===== src/rtl/mc_datapath_if.sv =====
// Unified instruction/data memory port with a ready handshake.
interface mc_datapath_if;
  logic        mem_req;
  logic        mem_we;
  logic [31:0] mem_addr;
  logic [31:0] mem_wdata;
  logic [31:0] mem_rdata;
  logic        mem_ready;

  modport master (
    output mem_req, mem_we, mem_addr, mem_wdata,
    input  mem_rdata, mem_ready
  );

  modport slave (
    input  mem_req, mem_we, mem_addr, mem_wdata,
    output mem_rdata, mem_ready
  );
endinterface


===== src/rtl/mc_datapath.sv =====
// Multicycle MIPS-subset core: datapath and control FSM sharing one memory port.
// Supports add/sub/and/or/nor/slt/sll/srl, addi/andi/ori, lw/sw, beq/bne, j.
module mc_datapath #(
  parameter logic [31:0] RESET_PC = 32'h0000_0000
) (
  input  logic                clk,
  input  logic                reset,
  mc_datapath_if.master       mem,
  output logic [31:0]         pc,
  output logic                retire,
  output logic                halted
);

  typedef enum logic [3:0] {
    S_FETCH, S_DECODE, S_MEMADR, S_MEMRD, S_MEMWB, S_MEMWR,
    S_RTEXEC, S_IEXEC, S_REGWB, S_BRANCH, S_JUMP, S_HALT
  } state_t;

  localparam logic [5:0] OP_RTYPE = 6'h00;
  localparam logic [5:0] OP_J     = 6'h02;
  localparam logic [5:0] OP_BEQ   = 6'h04;
  localparam logic [5:0] OP_BNE   = 6'h05;
  localparam logic [5:0] OP_ADDI  = 6'h08;
  localparam logic [5:0] OP_ANDI  = 6'h0C;
  localparam logic [5:0] OP_ORI   = 6'h0D;
  localparam logic [5:0] OP_LW    = 6'h23;
  localparam logic [5:0] OP_SW    = 6'h2B;

  state_t      r_state, w_next;
  logic [31:0] r_pc, r_ir, r_a, r_b, r_aluout, r_mdr;
  logic [31:0] r_rf [32];

  logic [5:0]  w_op, w_funct;
  logic [4:0]  w_rs, w_rt, w_rd, w_shamt, w_dest;
  logic [31:0] w_sext, w_zext, w_ea, w_alu_r, w_alu_i;
  logic        w_bad_funct, w_taken;

  assign w_op    = r_ir[31:26];
  assign w_rs    = r_ir[25:21];
  assign w_rt    = r_ir[20:16];
  assign w_rd    = r_ir[15:11];
  assign w_shamt = r_ir[10:6];
  assign w_funct = r_ir[5:0];
  assign w_sext  = {{16{r_ir[15]}}, r_ir[15:0]};
  assign w_zext  = {16'h0000, r_ir[15:0]};
  assign w_ea    = r_a + w_sext;
  assign w_dest  = (w_op == OP_RTYPE) ? w_rd : w_rt;
  assign w_taken = (w_op == OP_BEQ) ? (r_a == r_b) : (r_a != r_b);

  always_comb begin
    w_alu_r     = '0;
    w_bad_funct = 1'b0;
    case (w_funct)
      6'h20:   w_alu_r = r_a + r_b;
      6'h22:   w_alu_r = r_a - r_b;
      6'h24:   w_alu_r = r_a & r_b;
      6'h25:   w_alu_r = r_a | r_b;
      6'h27:   w_alu_r = ~(r_a | r_b);
      6'h2A:   w_alu_r = {31'b0, $signed(r_a) < $signed(r_b)};
      6'h00:   w_alu_r = r_b << w_shamt;
      6'h02:   w_alu_r = r_b >> w_shamt;
      default: w_bad_funct = 1'b1;
    endcase
  end

  always_comb begin
    w_alu_i = '0;
    case (w_op)
      OP_ADDI: w_alu_i = r_a + w_sext;
      OP_ANDI: w_alu_i = r_a & w_zext;
      default: w_alu_i = r_a | w_zext;
    endcase
  end

  always_ff @(posedge clk or negedge reset) begin
    if (!reset) r_state <= S_FETCH;
    else        r_state <= w_next;
  end

  always_comb begin
    w_next = r_state;
    case (r_state)
      S_FETCH:  if (mem.mem_ready) w_next = S_DECODE;
      S_DECODE: begin
        case (w_op)
          OP_RTYPE:                  w_next = S_RTEXEC;
          OP_LW, OP_SW:              w_next = S_MEMADR;
          OP_BEQ, OP_BNE:            w_next = S_BRANCH;
          OP_ADDI, OP_ANDI, OP_ORI:  w_next = S_IEXEC;
          OP_J:                      w_next = S_JUMP;
          default:                   w_next = S_HALT;
        endcase
      end
      S_RTEXEC: w_next = w_bad_funct ? S_HALT : S_REGWB;
      S_IEXEC:  w_next = S_REGWB;
      S_MEMADR: begin
        if (w_ea[1:0] != 2'b00)  w_next = S_HALT;
        else if (w_op == OP_LW)  w_next = S_MEMRD;
        else                     w_next = S_MEMWR;
      end
      S_MEMRD:  if (mem.mem_ready) w_next = S_MEMWB;
      S_MEMWR:  if (mem.mem_ready) w_next = S_FETCH;
      S_REGWB, S_MEMWB, S_BRANCH, S_JUMP: w_next = S_FETCH;
      default:  w_next = S_HALT;
    endcase
  end

  // mem_req is gated by reset so an in-flight access is dropped the instant reset asserts.
  always_comb begin
    mem.mem_req   = reset & ((r_state == S_FETCH) | (r_state == S_MEMRD) | (r_state == S_MEMWR));
    mem.mem_we    = reset & (r_state == S_MEMWR);
    mem.mem_addr  = ((r_state == S_MEMRD) || (r_state == S_MEMWR)) ? r_aluout : r_pc;
    mem.mem_wdata = (r_state == S_MEMWR) ? r_b : '0;
    retire        = (r_state == S_REGWB) | (r_state == S_MEMWB) | (r_state == S_BRANCH) |
                    (r_state == S_JUMP)  | ((r_state == S_MEMWR) & mem.mem_ready);
    halted        = (r_state == S_HALT);
    pc            = r_pc;
  end

  always_ff @(posedge clk or negedge reset) begin
    if (!reset) begin
      r_pc     <= RESET_PC;
      r_ir     <= '0;
      r_a      <= '0;
      r_b      <= '0;
      r_aluout <= '0;
      r_mdr    <= '0;
      for (int unsigned i = 0; i < 32; i++) r_rf[i] <= '0;
    end else begin
      case (r_state)
        S_FETCH: if (mem.mem_ready) begin
          r_ir <= mem.mem_rdata;
          r_pc <= r_pc + 32'd4;
        end
        S_DECODE: begin
          r_a      <= r_rf[w_rs];
          r_b      <= r_rf[w_rt];
          r_aluout <= r_pc + {w_sext[29:0], 2'b00};
        end
        S_RTEXEC: r_aluout <= w_alu_r;
        S_IEXEC:  r_aluout <= w_alu_i;
        S_MEMADR: r_aluout <= w_ea;
        S_REGWB:  if (w_dest != 5'd0) r_rf[w_dest] <= r_aluout;
        S_MEMRD:  if (mem.mem_ready) r_mdr <= mem.mem_rdata;
        S_MEMWB:  if (w_rt != 5'd0) r_rf[w_rt] <= r_mdr;
        S_BRANCH: if (w_taken) r_pc <= r_aluout;
        S_JUMP:   r_pc <= {r_pc[31:28], r_ir[25:0], 2'b00};
        default: ;
      endcase
    end
  end

endmodule


===== src/flat_wrapper.sv =====
// flat-port wrapper written by rule: the top's interface ports become plain ports
module mc_datapath_flat 
#(
  parameter logic [31:0] RESET_PC = 32'h0000_0000
)
  (clk, reset, pc, retire, halted, mem_mem_req, mem_mem_we, mem_mem_addr, mem_mem_wdata, mem_mem_rdata, mem_mem_ready);
  mc_datapath_if mem_i ();
  input  logic clk;
  input  logic reset;
  output logic [31:0] pc;
  output logic retire;
  output logic halted;
  output wire logic [$bits(mem_i.mem_req)-1:0] mem_mem_req;
  output wire logic [$bits(mem_i.mem_we)-1:0] mem_mem_we;
  output wire logic [$bits(mem_i.mem_addr)-1:0] mem_mem_addr;
  output wire logic [$bits(mem_i.mem_wdata)-1:0] mem_mem_wdata;
  input wire logic [$bits(mem_i.mem_rdata)-1:0] mem_mem_rdata;
  input wire logic [$bits(mem_i.mem_ready)-1:0] mem_mem_ready;
  assign mem_mem_req = mem_i.mem_req;
  assign mem_mem_we = mem_i.mem_we;
  assign mem_mem_addr = mem_i.mem_addr;
  assign mem_mem_wdata = mem_i.mem_wdata;
  assign mem_i.mem_rdata = mem_mem_rdata;
  assign mem_i.mem_ready = mem_mem_ready;
  mc_datapath #(.RESET_PC(RESET_PC)) u_core (.clk(clk), .reset(reset), .mem(mem_i), .pc(pc), .retire(retire), .halted(halted));
endmodule

===== config.mk =====
export PLATFORM = sky130hd
export DESIGN_NAME = mc_datapath_flat
export DESIGN_NICKNAME = d
export VERILOG_FILES = /design/src/rtl/mc_datapath_if.sv /design/src/rtl/mc_datapath.sv /design/src/flat_wrapper.sv
export SDC_FILE = /design/constraint.sdc
export NUM_CORES = 2
export LEC_CHECK = 0
export CAP_MARGIN = 0
export CORE_MARGIN = 1.5
export CORE_UTILIZATION = 45
export DETAILED_ROUTE_END_ITERATION = 8
export HOLD_SLACK_MARGIN = 0.03
export SYNTH_ARGS = -nofsm -noshare
export SYNTH_HDL_FRONTEND = slang
export SYNTH_SLANG_ARGS = --single-unit

===== constraint.sdc =====
create_clock -name clk -period 4.5 [get_ports clk]
set_clock_uncertainty 0.15 [all_clocks]
set_input_delay 1.35 -clock clk [delete_from_list [all_inputs] [get_ports clk]]
set_output_delay 1.35 -clock clk [all_outputs]
set_load 0.02 [all_outputs]

==> run metrics <==
Leak 37.4 nW; PwrDens 743 mW/mm2; Tcrit/Tclk final 98.5%; number of global-route vias before repair 78000; Place WS 196 ps; first-pass GRT wire length 598 mm; GRT Total Usage 45.6%; synth unique cells 90; CTS sink cnt 1220; async set or reset register ratio after synthesis 100%; worst-margin pin slew 1410 ps; Post-Syn Nets 8810; arrival time worst endpoint 2930 ps; cell area after synthesis 0.0829 mm2; Final HPWL DP 277 mm; CP Class reg2out; cell count after synthesis 8582; Yosys top cell area share 36.8%; final setup margin 68.5 ps; I/O pin count 135; Slew Limit Fails 0; worst hold path class reg2reg; Synth Flop Type dfrtp_1; placed inst area 0.0897 mm2; FF+latch count, synth 1220; most common cell after layout, fill and taps aside dfrtp_1; fin crit period 4430 ps; CTS tree yes; H-tree depth 4; largest net degree at the start of global routing 188; I/O Buffers 134; number of enable flip-flop cells after synthesis 0; total wire length 433 mm; YS warnings 0; status finished, final reports clean; Starting Density 45.3%; leading cell types in the layout, fill and taps excluded dfrtp_1, nor2_1, a21oi_1; Worst Setup Start Kind register; Crit. Startpoint u_core.r_state[1]; core area 0.183 mm2; Critical R2R Launch u_core.r_a[0]; nets 8688; GP Congestion 1.02; Peak VDD IR 0.453 mV; initial antenna violation count 35; Worst-Skew Late Latency 840 ps; Row Count 157; vias per cell 7.38; die width 432 um; WP data required 3000 ps; final setup fails 0; Die ar. 0.187 mm2; mean post-synth cell area 9.66 um2; hold_buf cts 0; worst-path maximum fanout 29; sequential share of the synthesized area 36.8%; CTS buffer count 145; Worst-path clk slew 70 ps; die height 432 um; RSZ-0062 raised after global routing no; Remaining Overflow, GRT 0; drt drc 0; CP max stage delay 640 ps; 1st-iter DRT viols 13600; drt pass-1 iters 9; layout cells sized above 1 20.5%; Worst slew margin 3.12%; cell taking the most area after synthesis dfrtp_1; via count 81600; WL/cell 39.1 um; Achievable Freq 226 MHz; Max Cap Violations 0; HP Start u_core.r_rf[994]; Routed Antenna Nets 0; CTS root buf clkbuf_16; Area growth syn-to-layout 14.2%; Hold Slack 245 ps; Worst Setup End Kind primary output; Final Hold Vio Count 0; crit-path cells inv_1 > nand2_1 > buf_12 > buf_4 > nor3_1 > clkdlybuf4s50_1; final instance area 0.0947 mm2; top cells by area, synth dfrtp_1, mux4_2, a22oi_1; fillers 16600; critical path's slowest cell clkdlybuf4s50_1; Clock Tree Buf Depth 3; Fin Setup TNS 0 ps
==> registers in the layout, indices dropped and copies added, names as in the netlist <==
signal / cells
u_core.r_rf: 1024
u_core.pc: 32
u_core.r_a: 32
u_core.r_aluout: 32
u_core.r_b: 32
u_core.r_ir: 32
u_core.r_mdr: 32
u_core.r_state: 4
==> layout make-up <==
class	count	area, um2	share of cell area [%]
clock buffer	212	4410	4.66
tap	2464	3080	3.26
inverter	121	454	0.480
timing repair buffer	732	6940	7.34
clock inverter	45	442	0.467
antenna	24	60.1	0.0634
sequential	1220	30600	32.3
multi-input combinational	6240	48700	51.4
==> final timing paths <==
kind | to | slack (ps) | cells past startpoint
worst min register to register | u_core.r_rf[994] | 240 | 0
worst max-delay path | mem_mem_wdata[16] | 70 | 6
min in group asynchronous | u_core.r_rf[344] | 380 | 2
worst min-delay path | u_core.r_rf[994] | 240 | 0
max in group asynchronous | u_core.r_rf[132] | 1430 | 4
worst max register to register | u_core.r_aluout[28] | 190 | 16
==> synthesized netlist by cell type (101+ instances only) <==
library cell and instances:
a22oi_1 1044, mux4_2 625, nand2_1 440, buf_2 134, mux2_2 142, inv_1 116, dfrtp_1 1220, nor3_1 101
a21oi_1 1062, nor2_1 1167, o21ai_0 427, clkbuf_1 775, mux2i_1 139, ha_1 189
==> kinds of logic (layout without fill, tap and decap cells) <==
kind of cell	Yosys count	in the layout	synth area share (%)
other	0	24	0
and+or+nand+nor	2052	2052	10.5
DFF	1220	1220	36.8
AOI/OAI and AO/OA	2976	2976	22.6
muxes	907	907	20.6
buffers and inverters	1122	1110	5.35
xor gates and xnor gates	112	112	1.18
adders and majority gates	193	193	2.95
==> metal layers <==
metal	vias to the layer above	share of wire [%]	global-route usage (%)
li1	32000	-	-
met1	40300	33	52.8
met2	7205	42	65.1
met3	2065	15	19.3
met4	40	10	38.3
met5	-	0.082	0.338
==> power by group <==
part / switching, W / internal, W / leakage, nW
Sequential: 0.00392 / 0.0142 / 16.4
Combinational: 0.0252 / 0.0147 / 18.5
Clock: 0.00520 / 0.00718 / 2.40
Total: 0.0343 / 0.0361 / 37.4
==> through the flow <==
step / instances / utilization (%) / power [W]
floorplan: 8582 / - / 0.0393
global placement: 10800 / 49.0 / 0.0557
detailed placement: 10800 / 49.0 / 0.0561
CTS: 11000 / 51.6 / 0.0685
global route: 11000 / 51.7 / 0.0721
finish: 11100 / 51.7 / 0.0704
==> critical path, delay by kind of cell (launching register included) <==
kind                   cells  cell delay (ps)
buffers and inverters      4             1180
flip-flops                 1              500
AND/OR/NAND/NOR            2              370
==> repair_timing <==
| action | 4_1_cts | 5_1_grt |
|---|---|---|
| setup endpoints to repair | 40 | 18 |
| resized for setup | 4 | 18 |
| endpoints found under the hold margin | 0 | 0 |
| buffers inserted | 3 | 0 |
(Power assumes the default switching activity.)
